===== config.mk =====
export PLATFORM = sky130hd
export DESIGN_NAME = multiplier
export DESIGN_NICKNAME = d
export VERILOG_FILES = /design/src/rtl/multiplier.sv
export SDC_FILE = /design/constraint.sdc
export NUM_CORES = 1
export LEC_CHECK = 0
export CAP_MARGIN = 20
export CORE_MARGIN = 10
export CORE_UTILIZATION = 55
export CTS_BUF_LIST = sky130_fd_sc_hd__clkbuf_8 sky130_fd_sc_hd__clkbuf_16
export DETAILED_ROUTE_END_ITERATION = 8
export PLACE_DENSITY_LB_ADDON = 0.25
export SETUP_SLACK_MARGIN = 0.3
export SLEW_MARGIN = 5
export SYNTH_ARGS = -nofsm -noshare
export SYNTH_HDL_FRONTEND = slang
export SYNTH_SLANG_ARGS = --single-unit

===== constraint.sdc =====
create_clock -name clk -period 9.2 [get_ports clk]
set_input_delay 1.84 -clock clk [delete_from_list [all_inputs] [get_ports clk]]
set_output_delay 1.84 -clock clk [all_outputs]
set_load 0.01 [all_outputs]

===== src/rtl/multiplier.sv =====
// Bus-slave 32x32 unsigned multiplier using a radix-2 shift-add datapath with a fixed
// 32-cycle execution time. Read data reflects the post-edge register state.
module multiplier (
  input  logic        clk,
  input  logic        reset_n,
  input  logic        S_sel,
  input  logic        S_wr,
  input  logic [7:0]  S_address,
  input  logic [31:0] S_din,
  output logic [31:0] S_dout,
  output logic        m_interrupt
);

  typedef enum logic [1:0] {
    ST_IDLE = 2'd0,
    ST_EXEC = 2'd1,
    ST_DONE = 2'd2
  } state_t;

  state_t      r_state, w_state_nxt;
  logic [31:0] r_opa, w_opa_nxt;
  logic [31:0] r_opb, w_opb_nxt;
  logic        r_int_en, w_int_en_nxt;
  logic        r_done, w_done_nxt;
  logic [63:0] r_a, w_a_nxt;
  logic [31:0] r_b, w_b_nxt;
  logic [63:0] r_prod, w_prod_nxt;
  logic [4:0]  r_cnt, w_cnt_nxt;
  logic [31:0] r_dout, w_rdata;

  logic w_wr, w_rd, w_addr_ok, w_start, w_clear, w_busy_nxt;

  assign w_wr      = S_sel & S_wr;
  assign w_rd      = S_sel & ~S_wr;
  assign w_addr_ok = (S_address[7:3] == 5'd0);
  assign w_start   = w_wr & w_addr_ok & (S_address[2:0] == 3'd3) & S_din[0];
  assign w_clear   = w_wr & w_addr_ok & (S_address[2:0] == 3'd4) & S_din[0];

  // Next-state and datapath; clear overrides every other event.
  always_comb begin
    w_state_nxt  = r_state;
    w_opa_nxt    = r_opa;
    w_opb_nxt    = r_opb;
    w_int_en_nxt = r_int_en;
    w_done_nxt   = r_done;
    w_a_nxt      = r_a;
    w_b_nxt      = r_b;
    w_prod_nxt   = r_prod;
    w_cnt_nxt    = r_cnt;
    if (w_clear) begin
      w_state_nxt = ST_IDLE;
      w_done_nxt  = 1'b0;
      w_opa_nxt   = 32'd0;
      w_opb_nxt   = 32'd0;
      w_a_nxt     = 64'd0;
      w_b_nxt     = 32'd0;
      w_prod_nxt  = 64'd0;
      w_cnt_nxt   = 5'd0;
    end else begin
      case (r_state)
        ST_IDLE, ST_DONE: begin
          if (w_wr && w_addr_ok) begin
            case (S_address[2:0])
              3'd0:    w_opa_nxt    = S_din;
              3'd1:    w_opb_nxt    = S_din;
              3'd2:    w_int_en_nxt = S_din[0];
              default: w_opa_nxt    = r_opa;
            endcase
          end else begin
            w_opa_nxt = r_opa;
          end
          if (w_start) begin
            w_a_nxt     = {32'd0, r_opa};
            w_b_nxt     = r_opb;
            w_prod_nxt  = 64'd0;
            w_cnt_nxt   = 5'd0;
            w_done_nxt  = 1'b0;
            w_state_nxt = ST_EXEC;
          end else begin
            w_state_nxt = r_state;
          end
        end
        ST_EXEC: begin
          if (r_b[0]) begin
            w_prod_nxt = r_prod + r_a;
          end else begin
            w_prod_nxt = r_prod;
          end
          w_a_nxt   = {r_a[62:0], 1'b0};
          w_b_nxt   = {1'b0, r_b[31:1]};
          w_cnt_nxt = r_cnt + 5'd1;
          if (r_cnt == 5'd31) begin
            w_state_nxt = ST_DONE;
            w_done_nxt  = 1'b1;
          end else begin
            w_state_nxt = ST_EXEC;
          end
        end
        default: w_state_nxt = ST_IDLE;
      endcase
    end
  end

  assign w_busy_nxt = (w_state_nxt == ST_EXEC);

  // Read mux over post-edge values so a status read on the final edge already sees done.
  always_comb begin
    w_rdata = 32'd0;
    if (w_rd && w_addr_ok) begin
      case (S_address[2:0])
        3'd0:    w_rdata = w_opa_nxt;
        3'd1:    w_rdata = w_opb_nxt;
        3'd2:    w_rdata = {31'd0, w_int_en_nxt};
        3'd5:    w_rdata = {30'd0, w_busy_nxt, w_done_nxt};
        3'd6:    w_rdata = w_prod_nxt[31:0];
        3'd7:    w_rdata = w_prod_nxt[63:32];
        default: w_rdata = 32'd0;
      endcase
    end else begin
      w_rdata = 32'd0;
    end
  end

  // State and datapath registers.
  always_ff @(posedge clk or negedge reset_n) begin
    if (!reset_n) begin
      r_state  <= ST_IDLE;
      r_opa    <= 32'd0;
      r_opb    <= 32'd0;
      r_int_en <= 1'b0;
      r_done   <= 1'b0;
      r_a      <= 64'd0;
      r_b      <= 32'd0;
      r_prod   <= 64'd0;
      r_cnt    <= 5'd0;
      r_dout   <= 32'd0;
    end else begin
      r_state  <= w_state_nxt;
      r_opa    <= w_opa_nxt;
      r_opb    <= w_opb_nxt;
      r_int_en <= w_int_en_nxt;
      r_done   <= w_done_nxt;
      r_a      <= w_a_nxt;
      r_b      <= w_b_nxt;
      r_prod   <= w_prod_nxt;
      r_cnt    <= w_cnt_nxt;
      r_dout   <= w_rdata;
    end
  end

  assign S_dout      = r_dout;
  assign m_interrupt = r_done & r_int_en;

endmodule


**Yosys cells after proc, flatten, opt, wreduce, memory -nomap -nowiden**

Cells that the tools add are included.

- Output and inout bits: 33
- Logic and storage cells: 76
- Memories: 0
- Bits in read-only memories: 0
- Latch bits: 0
- Bits in writable memories: 0
- Bits in registers: 265

- Bitwise operators: 9
- Equal/unequal tests: 12
- Add/sub/neg operators: 2
- $mul: 0
- Shift-type cells: 0
- Magnitude comparators: 0
- Div/mod/pow operators: 0
- Mux-type cells: 35
- Reduce and logical (&&, ||, !) cells: 8

Operator list:

| operator | count |
|---|---|
| 2-to-1 mux 32 bit | 11 |
| 2-to-1 mux 64 bit | 5 |
| one-hot mux 64 bit (2 select lines) | 2 |
| one-hot mux 32 bit (6 select lines) | 1 |
| adder 64 bit | 1 |
| one-hot mux 32 bit (2 select lines) | 1 |
| equality test 3 bit (second input constant) | 4 |
| 2-to-1 mux 5 bit | 2 |
| one-hot mux 5 bit (2 select lines) | 1 |
| AND 1 bit | 8 |
| 2-to-1 mux 1 bit | 7 |
| equality test 3 x 2 -> 1 bit (second input constant) | 2 |
| 2-to-1 mux 2 bit | 3 |
| adder 5 x 1 -> 5 bit (second input constant) | 1 |
| equality test 5 bit (second input constant) | 1 |
| zero test 5 bit | 1 |
| equality test 2 x 1 -> 1 bit (second input constant) | 2 |
| one-hot mux 2 bit (2 select lines) | 1 |
| equality test 3 x 1 -> 1 bit (second input constant) | 1 |
| zero test 3 bit | 1 |
| != test 3 bit (second input constant) | 1 |
| nonzero test 3 bit | 1 |
| equality test 2 bit (second input constant) | 1 |
| logical AND 1 bit | 2 |
| 5 further kinds | 5 |

**Logic depth before layout (Yosys ltp)**

Gate-level depths: netlist of the first run.

- Word-level depth: 10
- Mapped depth: 14
- Gate-level depth less buffers: 14

**Worst setup path after synthesis of the first run**

No wires, ideal clock.

- Path kind: input-to-reg
- Start: input port S_address[3]
- End: register r_dout[8] (netlist: S_dout[8])
- Required time: 9.068 ns
- Data arrival time: 3.749 ns
- Path slack: 5.319 ns
- Stages on the path: 12
- Path through: nor4_2 -> nand2_1 -> nor3b_2 -> nand2_1 -> or2_1 -> clkbuf_1 -> buf_2 -> nand2_1 -> a21oi_1 -> a221o_1 -> a22oi_1 -> nor2_1

- Elaborated cells on any way between the ends: 19

RTL lines:

| item | RTL line | source |
|---|---|---|
| start: declaration | 8 | `input logic [7:0] S_address,` |
| zero test 5 bit * | 35 | `assign w_addr_ok = (S_address[7:3] == 5'd0);` |
| AND 1 bit or logical AND 1 bit (tied branches) | 37, 62 |  |
| AND 1 bit or 2-to-1 mux 32 bit (tied branches) | 37, 62 |  |
| AND 1 bit or 2-to-1 mux 32 bit (tied branches) | 37, 60 |  |
| 2-to-1 mux 32 bit * | 50 | `if (w_clear) begin` |
| named net w_opa_nxt[8] | 21 | `logic [31:0] r_opa, w_opa_nxt;` |
| one-hot mux 32 bit (6 select lines) * | 110 | `case (S_address[2:0])` |
| 2-to-1 mux 32 bit * | 109 | `if (w_rd && w_addr_ok) begin` |
| named net w_rdata[8] | 29 | `logic [31:0] r_dout, w_rdata;` |
| end signal: assignment | 147 | `r_dout <= w_rdata;` |
| end: declaration | 29 |  |

The timed path passes the listed nets; every way through them passes the cells marked *.
A chain may end at the register's enable or synchronous reset.

**Worst setup path after layout of the first run**

- Start: input port S_address[1]
- End: register r_dout[29] (netlist: S_dout[29])

- Word-level cells in the longest chain between the ends: 8
- Elaborated cells on any way between the ends: 25

Ends and longest elaborated chain:

| item | RTL line | source |
|---|---|---|
| equality test 3 x 2 -> 1 bit | 36 | `assign w_start = w_wr & w_addr_ok & (S_address[2:0] == 3'd3) & S_din[0];` |
| AND 1 bit (2 in series) | 36 |  |
| 2-to-1 mux 64 bit | 72 | `if (w_start) begin` |
| one-hot mux 64 bit (2 select lines) | 60 | `case (r_state)` |
| 2-to-1 mux 64 bit | 50 |  |
| one-hot mux 32 bit (6 select lines) * | 110 |  |
| 2-to-1 mux 32 bit * | 109 |  |
| named net w_rdata[29] | 29 |  |

Marks and branches as above.

==> impl_metrics.toml, run 1 <==
[route]
route.detailed.wl_per_inst_um = 22.0
firstDrtPassIters = 6
ant_nets = 0
num_vias = 14000
post-route-drc-count = 0
avgViaCountPerCell = 6.31
wl_um = 48900
drtIter0Drc = 1459

[die]
num_io_pins = 77
die_w_um = 187
row_count = 61
fp.coreArea_um2 = 27700
die_h_um = 187
die_area_um2 = 35100
start_util_pct = 55.7

[power_and_ir_drop]
cellPowerDensity_nw_per_um2 = 153
leakagePower_nw = 7.72
intPower_mw = 1.96
p_clk_share_pct = 44.2
power_switching_uw = 682
comb_power_share_pct = 9.2
ir_drop_v = 0.000131
total_power_mw = 2.64
switching_share_pct = 25.8
pwr-share-seq_pct = 46.6

[place]
io_buffers = 76
placed_cells = 2165
gp_congestion = 0.978
place_area_um2 = 16400
post-dp-hpwl_um = 33700

[finish]
final_cell_area_um2 = 17300
stdcell_count = 2218
area_growth_pct = 12.4
fillers = 2397
nets = 1928
layout-drive-gt1-share_pct = 6.80

[sta]
fin_skew_ns = 0.0263
rsz0062_at_grt = "no"
whs_ns = 0.502
max_freq_mhz = 219
slew_headroom_pct = 31.1
period_share_pct = 49.6
drv_slew = 0
setup_violations = 0
min_period_ns = 4.56
hold_viol = 0
setup_tns_ns = 0
worstMarginPinSlew_ns = 1.03

[synthesis]
synth_top_family_by_area = "compound AO/OA/AOI/OAI gates"
syn_inst = 1807
synth.avg_cell_area_um2 = 8.53
synthMuxAreaShare_pct = 2.38
ys_seq_area_share_pct = 43.0
synth_ff_type = "dfrtp_1"
yosysTopAreaCell = "dfrtp_1"
syn_nets = 1917
synth_compound_area_share_pct = 24.3
synth_cell_types = 88
yosys.area_share.xor_xnor_pct = 3.12
async_flop_share_pct = 100
yosysTopAreaCellShare_pct = 43.0
yosys.area_share.simple_pct = 18.1
synth_warnings = 0
synth.ff_latch_count = 265
synthTopCellsByArea = "dfrtp_1 (43%), a21oi_1 (9.1%), nand2_1 (9.0%)"
synth_edf_count = 0
syn-cell-area_um2 = 15400
yosys.area_share.adder_pct = 5.40

[setup_path]
critical_path.cell_chain = "clkdlybuf4s50_1 -> nand2_1 -> or3_1 -> a21oi_1 -> o22ai_2 -> buf_4 -> a32oi_1 -> o22ai_1 -> a31oi_1 -> a21oi_1"
crit_top_cell = "a21oi_1"
startpoint_type = "input pin"
rrSetupSlack_ns = 5.52
required_ns = 9.64
slowest_stage = "clkdlybuf4s50_1"
crit_cells = 10
r2r-start = "r_a[0]"
r2r_cells = 14
cp.arrival_ns = 5.00
crit_path_end_kind = "flip-flop"
crit_buf_inv = 2
crit_family = "compound AO/OA/AOI/OAI gates"
critPathLaunch = "S_address[1]"
crit_path_max_fanout = 36
reg2reg_to = "S_dout[30]"
max_stage_delay_ns = 0.93
cp-endpoint = "S_dout[29]"
critPathKind = "input pin to flip-flop"

[job]
maxCapViolations = 0

[clock_network]
cts_resized = 0
cts_root_buffer = "clkbuf_16"
cts_tree = "built"
cts_buffers = 29
cts_buffer_depth = 3
cts-htree-levels = 1
post_cts_buffers = 0
clk_latency_ns = 0.57
path_clk_slew_ns = 0.06
cts.sinks = 265
cts_hold_buf = 0

[grt]
gr-total-overflow = 0
grt_pass1_wl_um = 76200
antenna_found_initial = 1
grt_pass1_vias = 13500
grt_max_degree = 184
globalRouteTotalUtil_pct = 26.7

[worst_hold_path]
min_path_type = "flip-flop to flip-flop"

[status]
status = "completed"
per-stage QoR:
stage,setup WS [ns],util [%]
floorplan,5.32,-
global placement,4.25,59.2
detailed placement,4.16,59.2
CTS,4.74,62.6
global route,4.51,62.6
finish,4.64,62.6
kinds of logic after synthesis:
kind of cell	after synthesis
flops	265
simple gates	657
fa+ha+maj	66
mux	36
compound gates	590
xor+xnor	55
buf+inv	138
cells in the mapped netlist (4+ instances only):
master / number
nand2_1: 369
a21oi_1: 281
dfrtp_1: 265
nor2_1: 165
clkbuf_1: 78
ha_1: 65
o21ai_0: 62
a22o_1: 41
mux2i_1: 31
xnor2_1: 28
xor2_1: 27
o21ai_1: 25
a22oi_1: 20
inv_1: 20
nand4_1: 20
a21o_1: 19
buf_2: 18
buf_1: 17
a31oi_1: 16
nor3_1: 16
a221oi_1: 14
nand3_1: 14
nor2b_1: 13
and3_1: 11
o21bai_1: 11
nand2b_1: 10
a211oi_1: 9
o211ai_1: 9
o21a_1: 9
o31ai_1: 8
a21oi_2: 7
nor4_1: 7
or3_1: 6
mux2_2: 5
o21ai_2: 4
o22ai_1: 4
cell usage in the layout, fill, tap and decap left out, types with 16 or more instances in the layout:
master	Yosys	final
xor2_1	27	27
ha_1	65	65
nor3_1	16	16
a21oi_1	281	281
inv_1	20	28
o21ai_0	62	62
mux2i_1	31	31
nand4_1	20	20
a22o_1	41	41
o21ai_1	25	25
clkbuf_16	0	29
a31oi_1	16	16
buf_4	0	20
dfrtp_1	265	265
nor2_1	165	161
a22oi_1	20	20
xnor2_1	28	28
nand2_1	369	369
a21o_1	19	19
clkdlybuf4s50_1	0	74
metal layers:
| metal | track usage [%] | routed length [µm] | up-vias | part of all wire, % |
|---|---|---|---|---|
| met5 | 0.568 | 0 | - | 0 |
| met2 | 42.7 | 22700 | 553 | 46 |
| met1 | 35.0 | 20700 | 6887 | 42 |
| li1 | - | - | 6436 | - |
| met3 | 4.88 | 3420 | 118 | 7.0 |
| met4 | 11.3 | 2140 | 0 | 4.4 |
final cells by class:
type | count | area (µm²) | share of cell area (%)
antenna | 1 | 2.50 | 0.0144
clock buffer | 35 | 808 | 4.66
inverter | 20 | 75.1 | 0.433
multi-input combinational | 1404 | 8270 | 47.7
sequential | 265 | 6630 | 38.2
clock inverter | 17 | 133 | 0.765
timing repair buffer | 98 | 951 | 5.48
tap | 378 | 473 | 2.73
worst reg2reg max path, stage by stage (launching register included):
cell and delay [ns]:
dfrtp_1 0.40, ha_1 0.24, inv_1 0.08, fa_1 0.24, and2b_1 0.24, o2111ai_1 0.32, a2111o_1 0.29, a21oi_2 0.10
nor4_2 0.43, o21bai_2 0.19, a311oi_2 0.40, mux2i_1 0.23, nand2_1 0.11, a221oi_2 0.26, nor2_2 0.04
state kept, by name, indices dropped and copies added, names as in the netlist:
signal,flops
r_opa,32
r_state,2
S_dout,32
r_int_en,1
r_b,32
r_opb,32
r_prod,64
r_done,1
r_a,64
r_cnt,5
how the worst min path moves through the flow:
stage	startpoint	endpoint	cells after the start
2_1_floorplan	r_cnt[3]	r_cnt[3]	1
3_3_place_gp	r_cnt[3]	r_cnt[3]	1
3_5_place_dp	r_cnt[3]	r_cnt[3]	1
4_1_cts	r_cnt[3]	r_cnt[3]	1
5_1_grt	r_opa[0]	r_a[0]	1
6_report	r_cnt[3]	r_cnt[3]	1
power groups by stage:
| stage | registers, mW | clock network (mW) | logic [mW] |
|---|---|---|---|
| after global routing | 1.24 | 1.22 | 0.269 |
| after CTS | 1.23 | 1.18 | 0.241 |
| after floorplan | 1.24 | 0 | 0.146 |
| final | 1.23 | 1.17 | 0.243 |
| after global placement | 1.25 | 0 | 0.234 |
| after detailed placement | 1.25 | 0 | 0.239 |
(Power assumes the default switching activity.)
==> run 2, diff against run 1 <==
clock period = 4.01 ns   (was 9.2 ns; I/O delays follow)
==> impl_metrics.toml, run 2 (synthesized netlist as in run 1, its figures left out) <==
[power_and_ir_drop]
power_switching_mw = 1.57
ir_drop_v = 0.000329
total_power_mw = 6.12
comb_power_share_pct = 9.2
cellPowerDensity_nw_per_um2 = 347
pwr-share-seq_pct = 46.2
intPower_mw = 4.55
p_clk_share_pct = 44.6
switching_share_pct = 25.6
leakagePower_nw = 7.87

[setup_path]
max_stage_delay_ns = 0.50
r2r_cells = 13
critPathKind = "flip-flop to flip-flop"
startpoint_type = "flip-flop"
rrSetupSlack_ns = 0.39
crit_cells = 13
cp-endpoint = "S_dout[22]"
r2r-start = "r_a[0]"
crit_path_max_fanout = 4
crit_path_end_kind = "flip-flop"
slowest_stage = "a2111o_1"
critPathLaunch = "r_a[0]"
required_ns = 4.45
cp.arrival_ns = 4.06
reg2reg_to = "S_dout[22]"
crit_buf_inv = 1
critical_path.cell_chain = "ha_1 -> inv_1 -> fa_1 -> and2b_1 -> o2111ai_1 -> a2111o_1 -> and2_1 -> o31ai_2 -> xor2_1 -> a22oi_1 -> o22ai_1 -> a21oi_1 -> nor2_1"
crit_family = "compound AO/OA/AOI/OAI gates"

[grt]
grt_pass1_vias = 13600
grt_max_degree = 111
antenna_found_initial = 0
grt_pass1_wl_um = 78900
globalRouteTotalUtil_pct = 27.8
gr-total-overflow = 0

[clock_network]
cts.sinks = 265
path_clk_slew_ns = 0.06
cts_root_buffer = "clkbuf_16"
post_cts_buffers = 0
cts-htree-levels = 1
cts_buffer_depth = 3
clk_latency_ns = 0.57
cts_buffers = 30
cts_tree = "built"

[finish]
num_antenna_cells = 0
reg_top3 = "r_a (64), r_prod (64)"
final_cell_mix = "nand2_1 (369), a21oi_1 (280), dfrtp_1 (265)"
area_growth_pct = 14.4
nets = 1954
final_common_cell = "nand2_1"
final_cell_area_um2 = 17600
layout-drive-gt1-share_pct = 8.36
fillers = 2393

[die]
die_w_um = 187
num_io_pins = 77
start_util_pct = 55.7
fp.coreArea_um2 = 27700
die_h_um = 187
die_area_um2 = 35100
row_count = 61

[sta]
whs_ns = 0.300
drv_slew = 0
slew_headroom_pct = 26.5
rsz0062_at_grt = "yes"
max_freq_mhz = 276
period_share_pct = 90.4
fin_skew_ns = 0.0151
worstMarginPinSlew_ns = 1.10
setup_violations = 0
setup_tns_ns = 0
min_period_ns = 3.62
hold_viol = 0
fin_ws_ns = 0.386

[job]
maxCapViolations = 0

[place]
dp_slack_ns = 0.173
place_area_um2 = 16600
gp_congestion = 0.968
post-dp-hpwl_um = 36300
io_buffers = 76

[route]
post-route-drc-count = 0
num_vias = 14100
wl_um = 50400
drtIter0Drc = 1468
top_layer = "met4"
route.detailed.wl_per_inst_um = 22.5
m1WireLength_um = 22400
wl_met3_um = 3260
firstDrtPassIters = 6
avgViaCountPerCell = 6.31
ant_nets = 0
wl_met2_um = 22700

[status]
status = "completed"

[worst_hold_path]
min_path_type = "input pin to async pin"
run 2: how the worst min path moves through the flow:
stage / slack [ns] / from / to / cells after the start
6_report: 0.30 / reset_n / r_prod[44] / 1
4_1_cts: 0.35 / reset_n / r_a[43] / 1
3_3_place_gp: 0.46 / r_cnt[3] / r_cnt[3] / 1
2_1_floorplan: 0.44 / r_cnt[3] / r_cnt[3] / 1
3_5_place_dp: 0.48 / r_cnt[3] / r_cnt[3] / 1
5_1_grt: 0.36 / reset_n / r_a[44] / 1
run 2: worst reg2reg max path, cell delays in order, from the launching register on:
cell and delay (ns):
dfrtp_1 0.38, ha_1 0.28, inv_1 0.09, fa_1 0.38, and2b_1 0.25, o2111ai_1 0.17
a2111o_1 0.51, and2_1 0.23, o31ai_2 0.41, xor2_1 0.12, a22oi_1 0.30, o22ai_1 0.15
a21oi_1 0.18, nor2_1 0.05
run 2: per-stage QoR:
| step | std cells | utilization [%] |
|---|---|---|
| final | 2243 | 63.7 |
| after global routing | 2243 | 63.7 |
| after CTS | 2243 | 63.6 |
| after detailed placement | 2190 | 60.1 |
| after global placement | 2190 | 60.1 |
| after floorplan | 1807 | - |
run 2: timing repair:
item	4_1_cts	5_1_grt
gates resized for setup	0	3
endpoints found under the setup margin	0	3
hold buffers	0	0
run 2: power by group through the flow:
| stage | clock, mW | sequential, mW | combinational, mW |
|---|---|---|---|
| 2_1_floorplan | 0 | 2.85 | 0.334 |
| 3_3_place_gp | 0 | 2.87 | 0.547 |
| 3_5_place_dp | 0 | 2.87 | 0.560 |
| 4_1_cts | 2.76 | 2.82 | 0.562 |
| 5_1_grt | 2.86 | 2.83 | 0.626 |
| 6_report | 2.73 | 2.83 | 0.565 |
run 2: area by class of cell:
type,count,area (µm²),area share (%)
well taps,378,473,2.68
inverters,20,75.1,0.426
flip-flops and latches,265,6630,37.6
clock buffers,35,831,4.71
multi-input cells,1404,8290,47.0
repair buffers,123,1200,6.81
clock inverters,18,141,0.802
run 2: per-layer routing:
| metal | vias to the layer above | track usage [%] |
|---|---|---|
| li1 | 6487 | - |
| met1 | 6942 | 38.8 |
| met2 | 599 | 43.1 |
| met3 | 119 | 3.73 |
| met4 | 0 | 10.4 |
| met5 | - | 0 |
